===== src/rtl/puf_response_voter_if.sv =====
// Handshake and PUF-facing signal bundle for puf_response_voter.
// The slave modport is the voter's view; master is the requester/PUF side.
interface puf_response_voter_if;
  logic       req_valid;
  logic       req_ready;
  logic [7:0] req_challenge;
  logic [7:0] puf_chall;
  logic       puf_en;
  logic       puf_rst;
  logic [7:0] puf_response;
  logic       puf_ready;
  logic       rsp_valid;
  logic       rsp_ready;
  logic [7:0] rsp_data;
  logic [7:0] rsp_unstable;
  logic       rsp_timeout;
  logic       busy;

  modport slave (
    input  req_valid, req_challenge, puf_response, puf_ready, rsp_ready,
    output req_ready, puf_chall, puf_en, puf_rst, rsp_valid, rsp_data,
           rsp_unstable, rsp_timeout, busy
  );

  modport master (
    output req_valid, req_challenge, puf_response, puf_ready, rsp_ready,
    input  req_ready, puf_chall, puf_en, puf_rst, rsp_valid, rsp_data,
           rsp_unstable, rsp_timeout, busy
  );
endinterface


===== src/rtl/puf_response_voter.sv =====
// Evaluates a PUF NUM_EVALS times per challenge (resetting it between runs)
// and returns the per-bit majority vote plus a per-bit disagreement mask.
module puf_response_voter #(
  parameter int NUM_EVALS = 5,
  parameter int TIMEOUT   = 4096
) (
  input logic                  clk,
  input logic                  rst,
  puf_response_voter_if.slave  bus
);

  typedef enum logic [1:0] {IDLE, CLEAR, RUN, DONE} state_t;

  localparam logic [3:0]  EVALS     = 4'(NUM_EVALS);
  localparam logic [3:0]  HALF      = 4'(NUM_EVALS / 2);
  localparam logic [15:0] WAIT_LAST = 16'(TIMEOUT - 1);

  state_t      state;
  logic        clr_cnt;
  logic [15:0] wait_cnt;
  logic [3:0]  eval_cnt;
  logic [3:0]  ones      [8];
  logic [3:0]  ones_next [8];
  logic [7:0]  vote;
  logic [7:0]  unstable;

  // Vote on the counts as they will be after the current capture, so the
  // final result can be registered on the same edge that enters DONE.
  always_comb begin
    // NOTE: every element is assigned on every pass, so no latch is inferred.
    for (int i = 0; i < 8; i++) begin
      ones_next[i] = ones[i] + {3'b000, bus.puf_response[i]};
      vote[i]      = ones_next[i] > HALF;
      unstable[i]  = (ones_next[i] != 4'd0) && (ones_next[i] != EVALS);
    end
  end

  always_ff @(posedge clk or posedge rst) begin
    if (rst) begin
      state            <= IDLE;
      clr_cnt          <= 1'b0;
      wait_cnt         <= '0;
      eval_cnt         <= '0;
      // NOTE: ones is a small register array, not a RAM, so it takes the reset.
      for (int i = 0; i < 8; i++) ones[i] <= '0;
      bus.req_ready    <= 1'b1;
      bus.puf_rst      <= 1'b1;
      bus.puf_en       <= 1'b0;
      bus.puf_chall    <= '0;
      bus.rsp_valid    <= 1'b0;
      bus.rsp_data     <= '0;
      bus.rsp_unstable <= '0;
      bus.rsp_timeout  <= 1'b0;
      bus.busy         <= 1'b0;
    end else begin
      // NOTE: state uses non-blocking assignments only; outputs are set on the
      // transition so they are registered copies of the next state's decode.
      case (state)
        IDLE: begin
          if (bus.req_valid) begin
            state         <= CLEAR;
            bus.puf_chall <= bus.req_challenge;
            for (int i = 0; i < 8; i++) ones[i] <= '0;
            eval_cnt      <= '0;
            clr_cnt       <= 1'b0;
            bus.req_ready <= 1'b0;
            bus.busy      <= 1'b1;
          end
        end

        CLEAR: begin
          clr_cnt <= 1'b1;
          if (clr_cnt) begin
            state       <= RUN;
            wait_cnt    <= '0;
            bus.puf_rst <= 1'b0;
            bus.puf_en  <= 1'b1;
          end
        end

        RUN: begin
          wait_cnt <= wait_cnt + 16'd1;
          // A capture in the timeout cycle wins over the abort.
          if (bus.puf_ready) begin
            for (int i = 0; i < 8; i++) ones[i] <= ones_next[i];
            eval_cnt    <= eval_cnt + 4'd1;
            clr_cnt     <= 1'b0;
            bus.puf_en  <= 1'b0;
            bus.puf_rst <= 1'b1;
            if (eval_cnt + 4'd1 == EVALS) begin
              state            <= DONE;
              bus.rsp_data     <= vote;
              bus.rsp_unstable <= unstable;
              bus.rsp_timeout  <= 1'b0;
              bus.rsp_valid    <= 1'b1;
              bus.busy         <= 1'b0;
            end else begin
              state <= CLEAR;
            end
          end else if (wait_cnt == WAIT_LAST) begin
            state            <= DONE;
            bus.rsp_data     <= '0;
            bus.rsp_unstable <= '0;
            bus.rsp_timeout  <= 1'b1;
            bus.rsp_valid    <= 1'b1;
            bus.busy         <= 1'b0;
            bus.puf_en       <= 1'b0;
            bus.puf_rst      <= 1'b1;
          end
        end

        DONE: begin
          if (bus.rsp_ready) begin
            state         <= IDLE;
            bus.rsp_valid <= 1'b0;
            bus.req_ready <= 1'b1;
          end
        end

        default: state <= IDLE;
      endcase
    end
  end

endmodule

===== src/flat_wrapper.sv =====
// flat-port wrapper written by rule: the top's interface ports become plain ports
module puf_response_voter_flat 
#(
  parameter int NUM_EVALS = 5,
  parameter int TIMEOUT   = 4096
)
  (clk, rst, bus_req_valid, bus_req_challenge, bus_puf_response, bus_puf_ready, bus_rsp_ready, bus_req_ready, bus_puf_chall, bus_puf_en, bus_puf_rst, bus_rsp_valid, bus_rsp_data, bus_rsp_unstable, bus_rsp_timeout, bus_busy);
  puf_response_voter_if bus_i ();
  input logic clk;
  input logic rst;
  input wire logic [$bits(bus_i.req_valid)-1:0] bus_req_valid;
  input wire logic [$bits(bus_i.req_challenge)-1:0] bus_req_challenge;
  input wire logic [$bits(bus_i.puf_response)-1:0] bus_puf_response;
  input wire logic [$bits(bus_i.puf_ready)-1:0] bus_puf_ready;
  input wire logic [$bits(bus_i.rsp_ready)-1:0] bus_rsp_ready;
  output wire logic [$bits(bus_i.req_ready)-1:0] bus_req_ready;
  output wire logic [$bits(bus_i.puf_chall)-1:0] bus_puf_chall;
  output wire logic [$bits(bus_i.puf_en)-1:0] bus_puf_en;
  output wire logic [$bits(bus_i.puf_rst)-1:0] bus_puf_rst;
  output wire logic [$bits(bus_i.rsp_valid)-1:0] bus_rsp_valid;
  output wire logic [$bits(bus_i.rsp_data)-1:0] bus_rsp_data;
  output wire logic [$bits(bus_i.rsp_unstable)-1:0] bus_rsp_unstable;
  output wire logic [$bits(bus_i.rsp_timeout)-1:0] bus_rsp_timeout;
  output wire logic [$bits(bus_i.busy)-1:0] bus_busy;
  assign bus_i.req_valid = bus_req_valid;
  assign bus_i.req_challenge = bus_req_challenge;
  assign bus_i.puf_response = bus_puf_response;
  assign bus_i.puf_ready = bus_puf_ready;
  assign bus_i.rsp_ready = bus_rsp_ready;
  assign bus_req_ready = bus_i.req_ready;
  assign bus_puf_chall = bus_i.puf_chall;
  assign bus_puf_en = bus_i.puf_en;
  assign bus_puf_rst = bus_i.puf_rst;
  assign bus_rsp_valid = bus_i.rsp_valid;
  assign bus_rsp_data = bus_i.rsp_data;
  assign bus_rsp_unstable = bus_i.rsp_unstable;
  assign bus_rsp_timeout = bus_i.rsp_timeout;
  assign bus_busy = bus_i.busy;
  puf_response_voter #(.NUM_EVALS(NUM_EVALS), .TIMEOUT(TIMEOUT)) u_core (.clk(clk), .rst(rst), .bus(bus_i));
endmodule

===== config.mk =====
export PLATFORM = sky130hd
export DESIGN_NAME = puf_response_voter_flat
export DESIGN_NICKNAME = d
export VERILOG_FILES = /design/src/rtl/puf_response_voter_if.sv /design/src/rtl/puf_response_voter.sv /design/src/flat_wrapper.sv
export SDC_FILE = /design/constraint.sdc
export NUM_CORES = 1
export LEC_CHECK = 0
export BUFFER_PORTS_ARGS = -buffer_cell sky130_fd_sc_hd__buf_2
export CAP_MARGIN = 20
export CELL_PAD_IN_SITES_DETAIL_PLACEMENT = 2
export CELL_PAD_IN_SITES_GLOBAL_PLACEMENT = 2
export CORE_MARGIN = 2
export CORE_UTILIZATION = 37
export DETAILED_ROUTE_END_ITERATION = 12
export PLACE_DENSITY = 0.83
export SETUP_SLACK_MARGIN = 0.1
export SLEW_MARGIN = 5
export SYNTH_ARGS = -nofsm -noshare
export SYNTH_HDL_FRONTEND = slang
export SYNTH_SLANG_ARGS = --single-unit

===== constraint.sdc =====
create_clock -name clk -period 2.9 [get_ports clk]
set_input_delay 0.435 -clock clk [delete_from_list [all_inputs] [get_ports clk]]
set_output_delay 0.435 -clock clk [all_outputs]
set_load 0.005 [all_outputs]

==> PnR_summary.wiki <==
{| class="wikitable"
! Metric !! Value
|-
| Result of the run || complete, no violations
|-
| Met3 wire length || about 260 µm
|-
| Slew at the pin closest to its max-slew limit || approximately 0.81 ns
|-
| Post-Route Skew || 0.00941 ns
|-
| Number of fillers in the final layout || 1221
|-
| RSZ-0062 raised after global routing || false
|-
| Global router's overall resource usage || 0.206
|-
| Post-CTS Setup Repair Bufs || 0
|-
| Synthesis-to-finish area growth || 17.4%
|-
| Via count of the first global-routing pass || about 4.0k
|-
| Root buffer selected by CTS || sky130_fd_sc_hd__clkbuf_16
|-
| Vias per inst || roughly 5.4
|-
| Post-synthesis sequential area ratio || 0.499
|-
| Largest voltage drop on the vdd net || about 0.35 mV
|-
| Critical path endpoint category || register
|-
| Final Net Count || about 530
|-
| Post-layout instance count excluding filler cells || 627
|-
| Worst reg-to-reg setup slack || 0.42 ns
|-
| Clock latency on the worst-skew pair || around 0.35 ns
|-
| Worst hold-check path type || input port to asynchronous set/reset pin
|-
| Relative slew slack || 0.458
|-
| Post-synth EDFFs || 0
|-
| Count of input and output buffers || 50
|-
| Aggregate routed wire length || approximately 12000 µm
|-
| Top FF cell, synth || sky130_fd_sc_hd__dfrtp_1
|-
| Inserted Diodes || 0
|-
| Initial DRC count || 78
|-
| Register clock-pin slew on the reported worst setup and hold paths || 0.06 ns
|-
| Crit start category || register
|-
| Top delay family on crit path || compound AO/OA/AOI/OAI gates
|-
| Worst r2r src || u_core.state[0]
|-
| Number of core rows || 39
|-
| Total via count in the routed design || approximately 3.4k
|-
| Max frequency || 404 MHz
|-
| Pin count of the biggest net entering global routing || 46
|-
| Number of warning messages in the yosys log || 0
|-
| Leakage dissipation || 2.42 nW
|-
| Share of the cycle needed by the critical path after routing || 0.854
|-
| Final count of negative-setup-slack endpoints || 0
|-
| Count of buffer and inverter cells on the critical path || 2
|-
| Number of H-tree levels || 3
|-
| Starting density of the core || 0.377
|-
| Capture instance of the worst register-to-register path || u_core.ones[22]
|-
| Max-cap violation count || 0
|-
| Top library cells by usage in the layout, fill and taps aside || sky130_fd_sc_hd__dfrtp_1, sky130_fd_sc_hd__nand2_1, sky130_fd_sc_hd__buf_2
|-
| Number of cells traversed by the worst register-to-register path || 7
|-
| Worst-case setup margin in the final layout || ~0.42 ns
|-
| Clock buffer count from CTS || 9
|-
| Die Footprint || 0.0124 mm²
|-
| Count of cell types in the netlist || 46
|-
| Post-CTS Hold Fix Bufs || 0
|-
| Crit path cell chain || inv_1 > ha_1 > nand2b_1 > o211ai_4 > buf_4 > o21ai_0 > o21ai_1
|-
| Slowest-stage cell, CP || sky130_fd_sc_hd__ha_1
|-
| Top post-synthesis cells by area || sky130_fd_sc_hd__dfrtp_1, sky130_fd_sc_hd__ha_1, sky130_fd_sc_hd__nand2_1
|-
| Type of the worst setup path || register to register
|-
| CTS sink cnt || between 80 and 90
|-
| DPL Wire Length || between 7000 and 8000 µm
|-
| Overall Power || 4.41 mW
|-
| Last weighted congestion value of the routability-driven placer || ~0.8
|-
| Post-Synthesis Cells || 425
|-
| Power per unit of standard cell area || ~900 mW/mm²
|-
| Total I/O pin count || around 50
|-
| Global-route wire length before repair || around 20000 µm
|-
| Commonest non-fill, non-tap cell in the layout || sky130_fd_sc_hd__dfrtp_1
|-
| Antenna violations before repair || 0
|-
| Yosys reg bits || 85
|-
| Post-synthesis average cell area || between 10 and 15 µm²
|-
| Biggest cell delay along the critical path || 0.53 ns
|-
| Total grt overflow || 0
|-
| Share of cells above drive strength 1 || 0.190
|-
| Worst path arrival time || around 2.7 ns
|-
| TritonCTS clock tree || done
|-
| Most area-hungry cell type in the Yosys netlist || sky130_fd_sc_hd__dfrtp_1
|-
| Core Box Area || roughly 0.011 mm²
|-
| Die outline width || around 110 µm
|-
| Die outline height || 111 µm
|-
| Cts repair resizes || 0
|-
| Clock period minus final worst setup slack || around 2.5 ns
|-
| Top cell type's share of synthesized area || 0.487
|-
| Detailed Routing Iterations Pass 1 || 4
|-
| Post-synthesis instance area || around 0.0043 mm²
|-
| Antenna-violating nets left || 0
|-
| Number of remaining DRC errors || 0
|-
| Wire per inst || ~19 µm
|-
| Setup total negative slack || 0 ns
|-
| Post-Place Worst Slack || 0.433 ns
|-
| Top routing layer used || met4
|-
| Share of flip-flops with an asynchronous set or reset after synthesis || 1.00
|-
| Total instance count after detailed placement || slightly above 600
|-
| Maximum fanout along the worst path || 30
|-
| Fin. max-slew vios || 0
|-
| WP data required || 3.17 ns
|-
| Max clock buf depth || 2
|-
| Met2 wire length || 6150 µm
|-
| Net count after synthesis || about 470
|-
| Final Hold Fails || 0
|-
| Wire length on met1 || 5040 µm
|}
-- synthesized netlist by cell type, drive strengths merged (7+ instances only) --
master and count:
a211oi 9, xnor2 10, inv 7, a22o 10, ha 25, clkbuf 10
xor2 24, nor2 25, mux2 11, dfrtp 83, nand3 19, nor3 10
o21ai 58, nand2 73, a21oi 9
-- where the power goes --
part	switching (mW)	internal, mW	leakage [nW]	total, mW
clock network	0.461	0.699	0.149	1.16
registers	0.201	1.47	1.12	1.67
logic	0.975	0.601	1.15	1.58
-- worst reg2reg max path, cell delays in order (launching register included) --
cell and delay (ns):
sky130_fd_sc_hd__dfrtp_1 0.44, sky130_fd_sc_hd__inv_1 0.15, sky130_fd_sc_hd__ha_1 0.53, sky130_fd_sc_hd__nand2b_1 0.21, sky130_fd_sc_hd__o211ai_4 0.34, sky130_fd_sc_hd__buf_4 0.42, sky130_fd_sc_hd__o21ai_0 0.18, sky130_fd_sc_hd__o21ai_1 0.12
-- layer usage --
layer	up-vias	GRT usage
li1	1590	-
met1	1735	0.248
met2	36	0.367
met3	17	0.0408
met4	0	0.0733
met5	-	0
-- area by class of cell --
class                      count  area [µm²]  share of cell area
clock buffer                  16         302              0.0602
inverter                       7        27.5             0.00550
multi-input combinational    319        2050               0.410
sequential                    85        2130               0.425
tap                          143         179              0.0357
timing repair buffer          57         315              0.0630
-- worst max-delay path by stage --
stage	startpoint	to	depth (start not counted)
2_1_floorplan	rst	u_core.bus.busy	1
3_3_place_gp	u_core.state[0]	u_core.ones[30]	6
3_5_place_dp	u_core.state[0]	u_core.ones[22]	7
4_1_cts	u_core.state[0]	u_core.ones[22]	7
5_1_grt	u_core.state[0]	u_core.ones[30]	7
6_report	u_core.state[0]	u_core.ones[22]	7
-- state kept, by name, summed over array words and instances, names as in the netlist, 2 cells and up --
| signal | count |
|---|---|
| u_core.bus.rsp_unstable | 8 |
| u_core.ones | 32 |
| u_core.wait_cnt | 16 |
| u_core.state | 2 |
| u_core.eval_cnt | 4 |
| u_core.bus.rsp_data | 8 |
| u_core.bus.puf_chall | 8 |
-- metrics by stage --
step	instance area, µm²	hold WS [ns]	util
floorplan	4260	0.454	-
global placement	4700	0.463	0.416
detailed placement	4700	0.475	0.416
CTS	5010	0.240	0.442
global route	5010	0.279	0.442
finish	5010	0.220	0.442
-- cell families after synthesis --
group,share of synthesized area
AOI/OAI and AO/OA,0.138
xor gates and xnor gates,0.0698
adders and majority gates,0.0734
buffers and inverters,0.0211
DFF,0.499
muxes,0.0346
and+or+nand+nor,0.163
No activity file was read; power rests on OpenSTA's default activity.
